## config.mk

```make
export PLATFORM = sky130hd
export DESIGN_NAME = simd_engine_arbiter
export DESIGN_NICKNAME = d
export VERILOG_FILES = /design/src/rtl/simd_arb_pkg.sv /design/src/rtl/rr_arbiter.sv /design/src/rtl/simd_engine_arbiter.sv
export SDC_FILE = /design/constraint.sdc
export NUM_CORES = 1
export LEC_CHECK = 0
export ABC_CLOCK_PERIOD_IN_PS = 3500
export BUFFER_PORTS_ARGS = -buffer_cell sky130_fd_sc_hd__buf_2
export CORE_AREA = 2 2 252 254
export CTS_CLUSTER_DIAMETER = 30
export DETAILED_ROUTE_END_ITERATION = 10
export DIE_AREA = 0 0 254 256
export PLACE_DENSITY_LB_ADDON = 0.25
export SLEW_MARGIN = 10
export SYNTH_ARGS = -nofsm -noshare
export SYNTH_HDL_FRONTEND = slang
export SYNTH_SLANG_ARGS = --single-unit
```

## constraint.sdc

```tcl
create_clock -name clk -period 3.5 [get_ports clk]
set_input_delay 0.175 -clock clk [delete_from_list [all_inputs] [get_ports clk]]
set_output_delay 0.175 -clock clk [all_outputs]
set_load 0.03 [all_outputs]
```

## src/rtl/simd_arb_pkg.sv

```systemverilog
// simd_arb_pkg
// Shared types and default sizes for the SIMD engine arbiter slice.
//   state_t : sequencer states (2-bit encoding)
//   pix_t   : one 8-bit pixel / Q0.8 weight lane
//   N_LANES : default SIMD lane count per batch
//   N_REQ   : default number of batch requesters
package simd_arb_pkg;

  typedef enum logic [1:0] {
    S_IDLE  = 2'd0,
    S_ISSUE = 2'd1,
    S_WAIT  = 2'd2,
    S_FAULT = 2'd3
  } state_t;

  typedef logic [7:0] pix_t;

  localparam int N_LANES = 4;
  localparam int N_REQ   = 2;

endpackage

```

## src/rtl/rr_arbiter.sv

```systemverilog
// rr_arbiter
// Purely combinational round-robin pick. The search starts at the requester
// just after `last` and wraps around, so `last` itself has lowest priority.
//   req       : request vector, one bit per requester
//   last      : index of the most recently served requester
//   grant     : one-hot winner (all zero when no request is pending)
//   grant_idx : encoded winner index (0 when no request is pending)
module rr_arbiter
  import simd_arb_pkg::*;
#(
  parameter int R = N_REQ
) (
  input  logic [R-1:0]         req,
  input  logic [$clog2(R)-1:0] last,
  output logic [R-1:0]         grant,
  output logic [$clog2(R)-1:0] grant_idx
);

  localparam int IW = $clog2(R);

  logic          found;
  logic [IW-1:0] cand;

  // Walk offsets 1..R from `last`; the first asserted requester wins and the
  // `found` flag masks every later candidate.
  always_comb begin
    grant     = '0;
    grant_idx = '0;
    found     = 1'b0;
    cand      = '0;
    for (int i = 1; i <= R; i++) begin
      cand = IW'((int'(last) + i) % R);
      if (!found && req[cand]) begin
        found     = 1'b1;
        grant_idx = cand;
      end
    end
    if (found) begin
      grant = R'(1) << grant_idx;
    end
  end

endmodule

```

## src/rtl/simd_engine_arbiter.sv

```systemverilog
// simd_engine_arbiter
// Shares one bilinear SIMD engine between R batch requesters. A round-robin
// winner's operand batch is captured into the engine operand registers, the
// engine is started, and its N result pixels are routed back to the winner.
// A watchdog turns a silent engine into a sticky fault.
//   clk, rst           : clock and synchronous active-low reset
//   req / req_*        : per-requester request and N-lane operand vectors
//   gnt                : one-hot pulse, batch captured this cycle
//   resp_valid         : one-hot pulse, resp_pixel valid for that requester
//   resp_pixel         : shared N-lane result bus
//   resp_err           : timeout marker accompanying resp_valid
//   busy, fault        : not-idle status and sticky timeout flag
//   eng_start / eng_*  : start pulse and registered operands to the engine
//   eng_done/eng_pixel : engine completion strobe and results
module simd_engine_arbiter
  import simd_arb_pkg::*;
#(
  parameter int N        = N_LANES,
  parameter int R        = N_REQ,
  parameter int MAX_WAIT = 64
) (
  input  logic                   clk,
  input  logic                   rst,
  input  logic [R-1:0]           req,
  input  pix_t [R-1:0][N-1:0]    req_I00,
  input  pix_t [R-1:0][N-1:0]    req_I10,
  input  pix_t [R-1:0][N-1:0]    req_I01,
  input  pix_t [R-1:0][N-1:0]    req_I11,
  input  pix_t [R-1:0][N-1:0]    req_alpha,
  input  pix_t [R-1:0][N-1:0]    req_beta,
  output logic [R-1:0]           gnt,
  output logic [R-1:0]           resp_valid,
  output pix_t [N-1:0]           resp_pixel,
  output logic                   resp_err,
  output logic                   busy,
  output logic                   fault,
  output logic                   eng_start,
  output pix_t [N-1:0]           eng_I00,
  output pix_t [N-1:0]           eng_I10,
  output pix_t [N-1:0]           eng_I01,
  output pix_t [N-1:0]           eng_I11,
  output pix_t [N-1:0]           eng_alpha,
  output pix_t [N-1:0]           eng_beta,
  input  logic                   eng_done,
  input  pix_t [N-1:0]           eng_pixel
);

  localparam int            IW      = $clog2(R);
  localparam int            WW      = $clog2(MAX_WAIT);
  localparam logic [WW-1:0] WD_LAST = WW'(MAX_WAIT - 1);

  state_t        state;
  logic [IW-1:0] last;
  logic [IW-1:0] cur_idx;
  logic [R-1:0]  cur_gnt;
  logic [WW-1:0] wd;

  logic [R-1:0]  win_grant;
  logic [IW-1:0] win_idx;

  rr_arbiter #(.R(R)) u_rr (
    .req       (req),
    .last      (last),
    .grant     (win_grant),
    .grant_idx (win_idx)
  );

  // Single sequencer FSM. gnt, resp_valid, resp_err and eng_start are pulses,
  // so they default low every cycle and are raised only by their transition.
  always_ff @(posedge clk) begin
    if (!rst) begin
      state      <= S_IDLE;
      last       <= IW'(R - 1);
      cur_idx    <= '0;
      cur_gnt    <= '0;
      wd         <= '0;
      gnt        <= '0;
      resp_valid <= '0;
      resp_pixel <= '0;
      resp_err   <= 1'b0;
      busy       <= 1'b0;
      fault      <= 1'b0;
      eng_start  <= 1'b0;
      eng_I00    <= '0;
      eng_I10    <= '0;
      eng_I01    <= '0;
      eng_I11    <= '0;
      eng_alpha  <= '0;
      eng_beta   <= '0;
    end else begin
      gnt        <= '0;
      resp_valid <= '0;
      resp_err   <= 1'b0;
      eng_start  <= 1'b0;

      case (state)
        S_IDLE: begin
          if (|req) begin
            eng_I00   <= req_I00[win_idx];
            eng_I10   <= req_I10[win_idx];
            eng_I01   <= req_I01[win_idx];
            eng_I11   <= req_I11[win_idx];
            eng_alpha <= req_alpha[win_idx];
            eng_beta  <= req_beta[win_idx];
            gnt       <= win_grant;
            cur_gnt   <= win_grant;
            cur_idx   <= win_idx;
            busy      <= 1'b1;
            state     <= S_ISSUE;
          end
        end

        // A done arriving here belongs to nothing we issued and is dropped.
        S_ISSUE: begin
          eng_start <= 1'b1;
          wd        <= '0;
          state     <= S_WAIT;
        end

        // A done in the same cycle the watchdog expires still counts as a
        // normal completion. The count cannot pass WD_LAST because reaching
        // it always leaves the state, so the counter never wraps.
        S_WAIT: begin
          if (eng_done) begin
            resp_pixel <= eng_pixel;
            resp_valid <= cur_gnt;
            last       <= cur_idx;
            busy       <= 1'b0;
            state      <= S_IDLE;
          end else if (wd == WD_LAST) begin
            resp_pixel <= '0;
            resp_valid <= cur_gnt;
            resp_err   <= 1'b1;
            fault      <= 1'b1;
            state      <= S_FAULT;
          end else begin
            wd <= wd + 1'b1;
          end
        end

        // Terminal until reset; busy stays high so requesters see the stall.
        S_FAULT: begin
          state <= S_FAULT;
        end

        default: begin
          state <= S_IDLE;
        end
      endcase
    end
  end

endmodule

```

==> results of run 1 <==
-- cells by family after synthesis --
| logic type | count (synthesis) | synth area share |
|---|---|---|
| buffers and inverters | 105 | 0.0544 |
| XOR/XNOR | 1 | 0.000845 |
| AO/OA/AOI/OAI | 246 | 0.172 |
| AND/OR/NAND/NOR | 299 | 0.115 |
| adder cells (fa/ha/maj) | 1 | 0.00121 |
| flip-flops | 244 | 0.471 |
| multiplexers | 192 | 0.185 |
-- state kept, by name, indices dropped and copies added (netlist names), 6 cells and up --
signal      count
eng_I00        32
eng_I01        32
eng_I10        32
eng_I11        32
eng_alpha      32
eng_beta       32
resp_pixel     32
wd              6
-- metal layers --
layer  global-route usage  vias to the layer above  part of all wire  routed length [um]
li1                     -                     5943                 -                   -
met1                0.136                     5320              0.40               17100
met2                0.215                      431              0.49               20900
met3               0.0340                       99             0.069                2930
met4               0.0587                        0             0.036                1520
met5                    0                        -                 0                   0
-- path summary, 6_finish.rpt --
path	cells after the start	to	slack [ps]	start
worst max-delay path	6	eng_I00[28]	1090	last
worst min-delay path	3	eng_I10[23]	20	req_I10[55]
worst max register to register	6	eng_I00[28]	1090	last
worst min register to register	2	resp_pixel[20]	460	resp_pixel[20]
-- cells in the mapped netlist (all sizes together) (4+ instances only) --
cell type	instances
nor3	4
clkbuf	51
nand2	72
mux2i	192
a21oi	7
nand3	10
dfxtp	244
and3	5
buf	52
a211oi	193
o22ai	32
o21ai	5
nor2	199
-- power breakdown --
part / total [mW] / switching, mW / leakage, nW / internal, mW
logic: 2.52 / 1.48 / 6.01 / 1.05
clock network: 6.54 / 1.90 / 1.18 / 4.64
registers: 3.26 / 0.165 / 2.02 / 3.10
total: 12.3 / 3.54 / 9.21 / 8.79
-- repair_timing --
item / 4_1_cts / 5_1_grt
hold buffers: 347 / 0
gates resized for setup: 0 / 0
endpoints found under the hold margin: 199 / 0
-- stage by stage --
stage                      util  instance area, um2  hold slack, ps  total power [mW]
after floorplan               -               10400             325              4.68
after global placement    0.230               14300             433              5.45
after detailed placement  0.230               14300             437              5.46
after CTS                 0.325               20300           0.501              12.5
after global routing      0.325               20300            14.8              12.9
final                     0.325               20300            17.8              12.3
-- placed cells by master, fill, tap and decap left out, drive strengths merged, types with 4 or more instances in the layout --
cell type / n
nor3: 4
mux2i: 192
clkbuf: 89
bufinv: 11
clkinv: 15
nand3: 10
a21oi: 7
a211oi: 193
nor2: 199
dfxtp: 244
buf: 667
clkinvlp: 8
and3: 5
inv: 4
dlygate4sd3: 347
o21ai: 5
nand2: 72
o22ai: 32
-- layout make-up --
cell class / count / area, um2
inverter: 2 / 12.5
clock buffer: 89 / 1900
sequential: 244 / 4880
tap: 846 / 1060
antenna: 1 / 2.50
fill: 6447 / 42100
timing repair buffer: 1014 / 6920
multi-input combinational: 739 / 4930
clock inverter: 36 / 563
-- critical path, delay by kind of cell, from the launching register on --
| family | cells | cell delay (ps) |
|---|---|---|
| flip-flops | 1 | 330 |
| buffers and inverters | 3 | 1300 |
| multiplexers | 1 | 90 |
| AO/OA/AOI/OAI | 2 | 470 |
==> out/metrics.yaml, run 1 <==
global_route:
  antenna_found_initial: 1
  grt_max_degree: 169
  grt_pass1_vias: 11900
  grt_overflow: 0
  grt_pass1_wl_mm: 62.9
  gr-usage-all-layers: 0.123
cts:
  clkLatencyLatePin_ps: 570
  clk_pin_slew_worst_paths_ps: 40
  cts_root_buffer: "clkbuf_16"
  cts_made_buffers: 68
  htreeDepth: 3
  clockBufferDepth: 3
  cts.sinks: 244
  cts_setup_buffers: 0
  tritoncts: "done"
synth:
  synth_area_leaders: "dfxtp_1 (47%), mux2i_1 (19%), a211oi_1 (14%)"
  synth.yosys.seq_area_share: 0.471
  synthesis.instances: 1088
  synth_largest_area_cell: "dfxtp_1"
  netlist_area_um2: 10400
  synth_top_area_frac: 0.471
  ys_async_sr_fraction: 0
  yosys_warnings: 0
  synth.avg_cell_area_um2: 9.53
  synth-main-ff-cell: "dfxtp_1"
  ys_ff_latch: 244
  synth_cell_types: 37
  synth_edf_count: 0
  synth_nets: 1510
die:
  die_x_um: 254
  rows: 92
  die_area_um2: 65000
  fp.coreArea_um2: 62400
  start_util: 0.166
  ios: 653
  die_y_um: 256
finish:
  drive_gt1_frac: 0.371
  area_delta_synth_final_pct: 95.6
  layout.cells.non_filler: 2971
  final_nets: 2491
timing:
  clock_skew_ps: 14.7
  worst_slew_pin_slew_ps: 856
  slew_headroom: 0.430
  hold_viol: 0
  rsz0062_at_grt: "no"
  max_freq_mhz: 416
  setup_tns_ps: 0
  slew_viol_final: 0
  final.period_utilization: 0.687
  final.min_clock_period_ps: 2410
  setup_viol: 0
  finalWorstSetupSlack_ps: 1090
route:
  drt_pass1_iterations: 4
  drtIter0Drc: 416
  ant_nets: 0
  vias: 11800
  drc_errors: 0
  viasPerCell: 3.97
  avgRoutedWirePerCell_um: 14.3
  wl_mm: 42.4
setup_path:
  critPathMaxStageDelay_ps: 560
  crit_chain: "a21boi_4, buf_12, buf_4, mux2i_1, dlygate4sd3_1, a211oi_1"
  start_kind: "flip-flop"
  crit_fanout: 102
  crit_slowest_cell: "dlygate4sd3_1"
  crit_required_ps: 3960
  cp.arrival_ps: 2870
  path_class: "flip-flop to flip-flop"
  worstSetupEndpointType: "flip-flop"
placed_design:
  port_buffers: 652
  dpl.cell_count: 2498
  dp_hpwl_mm: 29.4
  gp_congestion: 0.830
  post-place-ws_ps: 1500
outcome:
  outcome: "complete, no violations"
power_and_ir_drop:
  powerDensity_nw_per_um2: 608
  leakage_nw: 9.21
  irDropWorstVdd_mv: 0.281
min_path:
  hold_class: "input port to flip-flop"
flow_run:
  maxCapViolations: 0
No activity file was read; power rests on OpenSTA's default activity.
==> run 2, diff against run 1 <==
- ABC_CLOCK_PERIOD_IN_PS: 3500 -> 2000
- CORE_AREA: 2 2 252 254 -> 2 2 258 260
- DIE_AREA: 0 0 254 256 -> 0 0 260 262
- clock period: 3.5 -> 2 ns (I/O delays scaled with it)
==> out/metrics.yaml, run 2 (same netlist as run 1, synthesis figures left out) <==
finish:
  layout_commonest_cell: "buf_2"
  most-common-layout-cells: "buf_2 (652), dlygate4sd3_1 (414), dfxtp_1 (244)"
  drive_gt1_frac: 0.381
  area_delta_synth_final_pct: 110
  final_nets: 2618
  fillCellCount: 6623
  layout.cells.non_filler: 3117
cts:
  tritoncts: "done"
  cts.sinks: 244
  clockBufferDepth: 3
  htreeDepth: 3
  clk_pin_slew_worst_paths_ps: 40
  cts_root_buffer: "clkbuf_16"
  clkLatencyLatePin_ps: 570
  cts_made_buffers: 68
global_route:
  grt_max_degree: 74
  grt_pass1_wl_mm: 67.0
  grt_overflow: 0
  gr-usage-all-layers: 0.124
  grt_pass1_vias: 12800
  antenna_found_initial: 2
timing:
  slew_headroom: 0.518
  setup_viol: 0
  worst_hold_slack_ps: 76.4
  finalWorstSetupSlack_ps: 43.5
  rsz0062_at_grt: "yes"
  final.min_clock_period_ps: 1960
  worst_slew_pin_slew_ps: 724
  slew_viol_final: 0
  clock_skew_ps: 23.1
  max_freq_mhz: 511
  hold_viol: 0
  final.period_utilization: 0.978
setup_path:
  crit_chain: "a21boi_4, buf_4, clkbuf_16, mux2i_1, dlygate4sd3_1, a211oi_1"
  cp.arrival_ps: 2420
  worst_r2r_path_depth: 6
  r2r_start: "last"
  worstSetupEndpointType: "flip-flop"
  crit_fanout: 12
  worst_r2r_endpoint: "eng_I10[30]"
  ff2ff_setup_slack_ps: 40
  start_kind: "flip-flop"
  critPathMaxStageDelay_ps: 580
  path_class: "flip-flop to flip-flop"
  crit_slowest_cell: "dlygate4sd3_1"
  crit_required_ps: 2470
min_path:
  whs_path_depth: 4
  hold_class: "input port to flip-flop"
  min_to: "busy"
  hp-start: "req[1]"
die:
  die_area_um2: 68100
  die_x_um: 260
  fp.coreArea_um2: 65300
  die_y_um: 262
  ios: 653
  start_util: 0.159
  rows: 94
route:
  drt-met1-wl_mm: 18.0
  highest_layer: "met4"
  drt_pass1_iterations: 4
  routed-wl-met2_mm: 23.3
  drc_errors: 0
  viasPerCell: 4.01
  drtIter0Drc: 399
  wl_mm: 46.3
  vias: 12500
  ant_nets: 0
  routed-wl-met3_mm: 3.26
  avgRoutedWirePerCell_um: 14.9
placed_design:
  dpl.cell_count: 2569
  port_buffers: 652
  gp_congestion: 0.808
  dp_hpwl_mm: 31.3
  post-place-ws_ps: 237
power_and_ir_drop:
  irDropWorstVdd_mv: 0.581
  powerDensity_nw_per_um2: 1040
  leakage_nw: 9.92
outcome:
  outcome: "complete, no violations"
flow_run:
  maxCapViolations: 0
[run 2: cell count changes in the layout (fill, tap and decap cells not counted), moves of 4 or more]
| cell | delta |
|---|---|
| buf_12 | +4 |
| buf_4 | +49 |
| buf_6 | +5 |
| bufinv_16 | +5 |
| clkbuf_1 | -5 |
| clkinv_2 | +4 |
| clkinvlp_4 | -4 |
| dlygate4sd3_1 | +67 |
[run 2: worst max-delay path: cells and delay by family (launching register included)]
kind / cells / cell delay [ps]
buffers and inverters: 3 / 980
flip-flops: 1 / 320
AO/OA/AOI/OAI: 2 / 300
multiplexers: 1 / 240
[run 2: layer usage]
| metal | global-route usage | vias to the layer above |
|---|---|---|
| li1 | - | 6190 |
| met1 | 0.134 | 5702 |
| met2 | 0.219 | 497 |
| met3 | 0.0350 | 121 |
| met4 | 0.0663 | 0 |
| met5 | 0 | - |
[run 2: repair_timing]
item                                   CTS  global route
gates resized for setup                  0            10
hold buffers                           414             0
buffers inserted                         0             6
endpoints found under the hold margin  228             0
setup endpoints to repair                0            22
[run 2: worst max-delay path by stage]
stage / from / endpoint / slack (ps)
after floorplan: state[1] / wd[3] / 600
after global placement: last / eng_I10[4] / 290
after detailed placement: last / eng_I10[4] / 240
after CTS: last / eng_I10[18] / 30
after global routing: last / eng_I01[6] / -60
final: last / eng_I10[30] / 40
[run 2: layout make-up]
| class | instances | area (um2) | area share |
|---|---|---|---|
| Clock inverter | 40 | 762 | 0.0351 |
| Multi-Input combinational cell | 739 | 4950 | 0.228 |
| Inverter | 2 | 12.5 | 0.000576 |
| Clock buffer | 85 | 1890 | 0.0868 |
| Tap cell | 864 | 1080 | 0.0498 |
| Sequential cell | 244 | 4880 | 0.225 |
| Timing Repair Buffer | 1141 | 8140 | 0.375 |
| Antenna cell | 2 | 5.00 | 0.000230 |
[run 2: metrics by stage]
step	power [mW]	utilization	TNS, ps	area, um2
after floorplan	8.19	-	0	10400
after global placement	9.70	0.227	0	14800
after detailed placement	9.74	0.227	0	14800
after CTS	22.9	0.331	0	21600
after global routing	23.6	0.333	-241	21700
final	22.6	0.333	0	21700
[run 2: power breakdown]
| part | internal, mW | switching [mW] |
|---|---|---|
| Sequential | 5.42 | 0.284 |
| Clock | 8.80 | 3.46 |
| Combinational | 2.00 | 2.67 |
==> run 3, diff against run 2 <==
- REMOVE_ABC_BUFFERS: not set -> 1
==> out/metrics.yaml, run 3 (same netlist as run 1, synthesis figures left out) <==
placed_design:
  dpl.cell_count: 2557
  gp_congestion: 0.877
  dp_hpwl_mm: 29.9
  placed_area_um2: 14800
  port_buffers: 652
cts:
  cts_root_buffer: "clkbuf_16"
  htreeDepth: 3
  tritoncts: "done"
  clkLatencyLatePin_ps: 580
  cts.sinks: 244
  clockBufferDepth: 3
  cts_made_buffers: 76
  clk_pin_slew_worst_paths_ps: 50
finish:
  final_nets: 2616
  diodes: 0
  fillCellCount: 6534
  final_area_um2: 21700
  drive_gt1_frac: 0.379
  layout.cells.non_filler: 3119
  most-common-layout-cells: "buf_2 (652), dlygate4sd3_1 (418), dfxtp_1 (244)"
  area_delta_synth_final_pct: 109
  layout_commonest_cell: "buf_2"
timing:
  clock_skew_ps: 11.8
  final.min_clock_period_ps: 1930
  slew_headroom: 0.504
  final.period_utilization: 0.965
  max_freq_mhz: 518
  setup_viol: 0
  hold_viol: 0
  slew_viol_final: 0
  worst_hold_slack_ps: 66.3
  rsz0062_at_grt: "yes"
  worst_slew_pin_slew_ps: 744
route:
  avgRoutedWirePerCell_um: 14.5
  drtIter0Drc: 477
  viasPerCell: 4.01
  vias: 12500
  drc_errors: 0
  drt_pass1_iterations: 4
  ant_nets: 0
  wl_mm: 45.3
setup_path:
  crit_required_ps: 2450
  path_class: "flip-flop to flip-flop"
  worstSetupEndpointType: "flip-flop"
  crit_fanout: 12
  start_kind: "flip-flop"
  cp.arrival_ps: 2380
power_and_ir_drop:
  leakage_nw: 9.88
  combPwrFrac: 0.209
  p_int_mw: 15.9
  irDropWorstVdd_mv: 0.563
  p_switching_mw: 6.35
  switching_share: 0.285
  power_mw: 22.3
  p_seq_frac: 0.256
  clockPowerShare: 0.536
  powerDensity_nw_per_um2: 1030
die:
  die_area_um2: 68100
  die_y_um: 262
  fp.coreArea_um2: 65300
  start_util: 0.159
  rows: 94
  ios: 653
  die_x_um: 260
global_route:
  grt_overflow: 0
  gr-usage-all-layers: 0.122
  grt_pass1_vias: 13000
  grt_max_degree: 74
  grt_pass1_wl_mm: 66.3
  antenna_found_initial: 0
min_path:
  hold_class: "input port to flip-flop"
flow_run:
  maxCapViolations: 0
outcome:
  outcome: "complete, no violations"
## run 3: cell types whose count changed in the layout (fill, tap and decap cells not counted), sizes merged
cell | before | now
diode | 2 | 0
clkinvlp | 4 | 10
dlygate4sd3 | 414 | 418
clkbuf | 86 | 103
buf | 726 | 711
bufinv | 16 | 7
inv | 3 | 4
## run 3: critical path: stages (launching register included)
cell and delay (ps):
dfxtp_1 330, a21boi_4 170, buf_4 180, buf_12 170, mux2i_1 240, dlygate4sd3_1 610
a211oi_2 70
## run 3: worst paths after layout
kind	start	end	slack, ps	cells past startpoint
hold / removal	req[1]	busy	70	4
hold reg to reg	cur_gnt[1]	cur_gnt[1]	460	2
setup reg to reg	last	eng_I00[0]	70	6
setup / recovery	last	eng_I00[0]	70	6
## run 3: metal layers
layer	share of wire	wire, um	vias up	GRT usage
li1	-	-	6192	-
met1	0.38	17300	5625	0.126
met2	0.50	22700	555	0.217
met3	0.072	3250	141	0.0409
met4	0.043	1960	0	0.0690
met5	0	0	-	0
## run 3: layout make-up
cell class	count	area [um2]	share of cell area
sequential	244	4880	0.225
multi-input combinational	739	4950	0.228
timing repair buffer	1131	8130	0.375
clock inverter	38	438	0.0202
tap	864	1080	0.0499
clock buffer	101	2190	0.101
inverter	2	12.5	0.000577
## run 3: timing repair
action                                  in CTS  in global routing
endpoints found under the setup margin       0                  2
endpoints found under the hold margin      232                  0
hold buffers                               418                  0
buffers inserted                             0                  3
gates resized for setup                      0                  3
## run 3: stage by stage
stage                      util  setup TNS, ps  setup WS [ps]
final                     0.332              0           70.0
after global routing      0.332          -95.6          -22.1
after CTS                 0.331              0           85.0
after detailed placement  0.226              0            341
after global placement    0.226              0            376
after floorplan               -       -3764740         -19830
## run 3: power by group through the flow
stage	Combinational, mW	Sequential (mW)	Clock, mW
finish	4.65	5.70	11.9
global route	5.01	5.76	12.5
CTS	4.63	5.70	12.2
detailed placement	3.96	5.77	0
global placement	3.95	5.76	0
floorplan	1.63	6.25	0
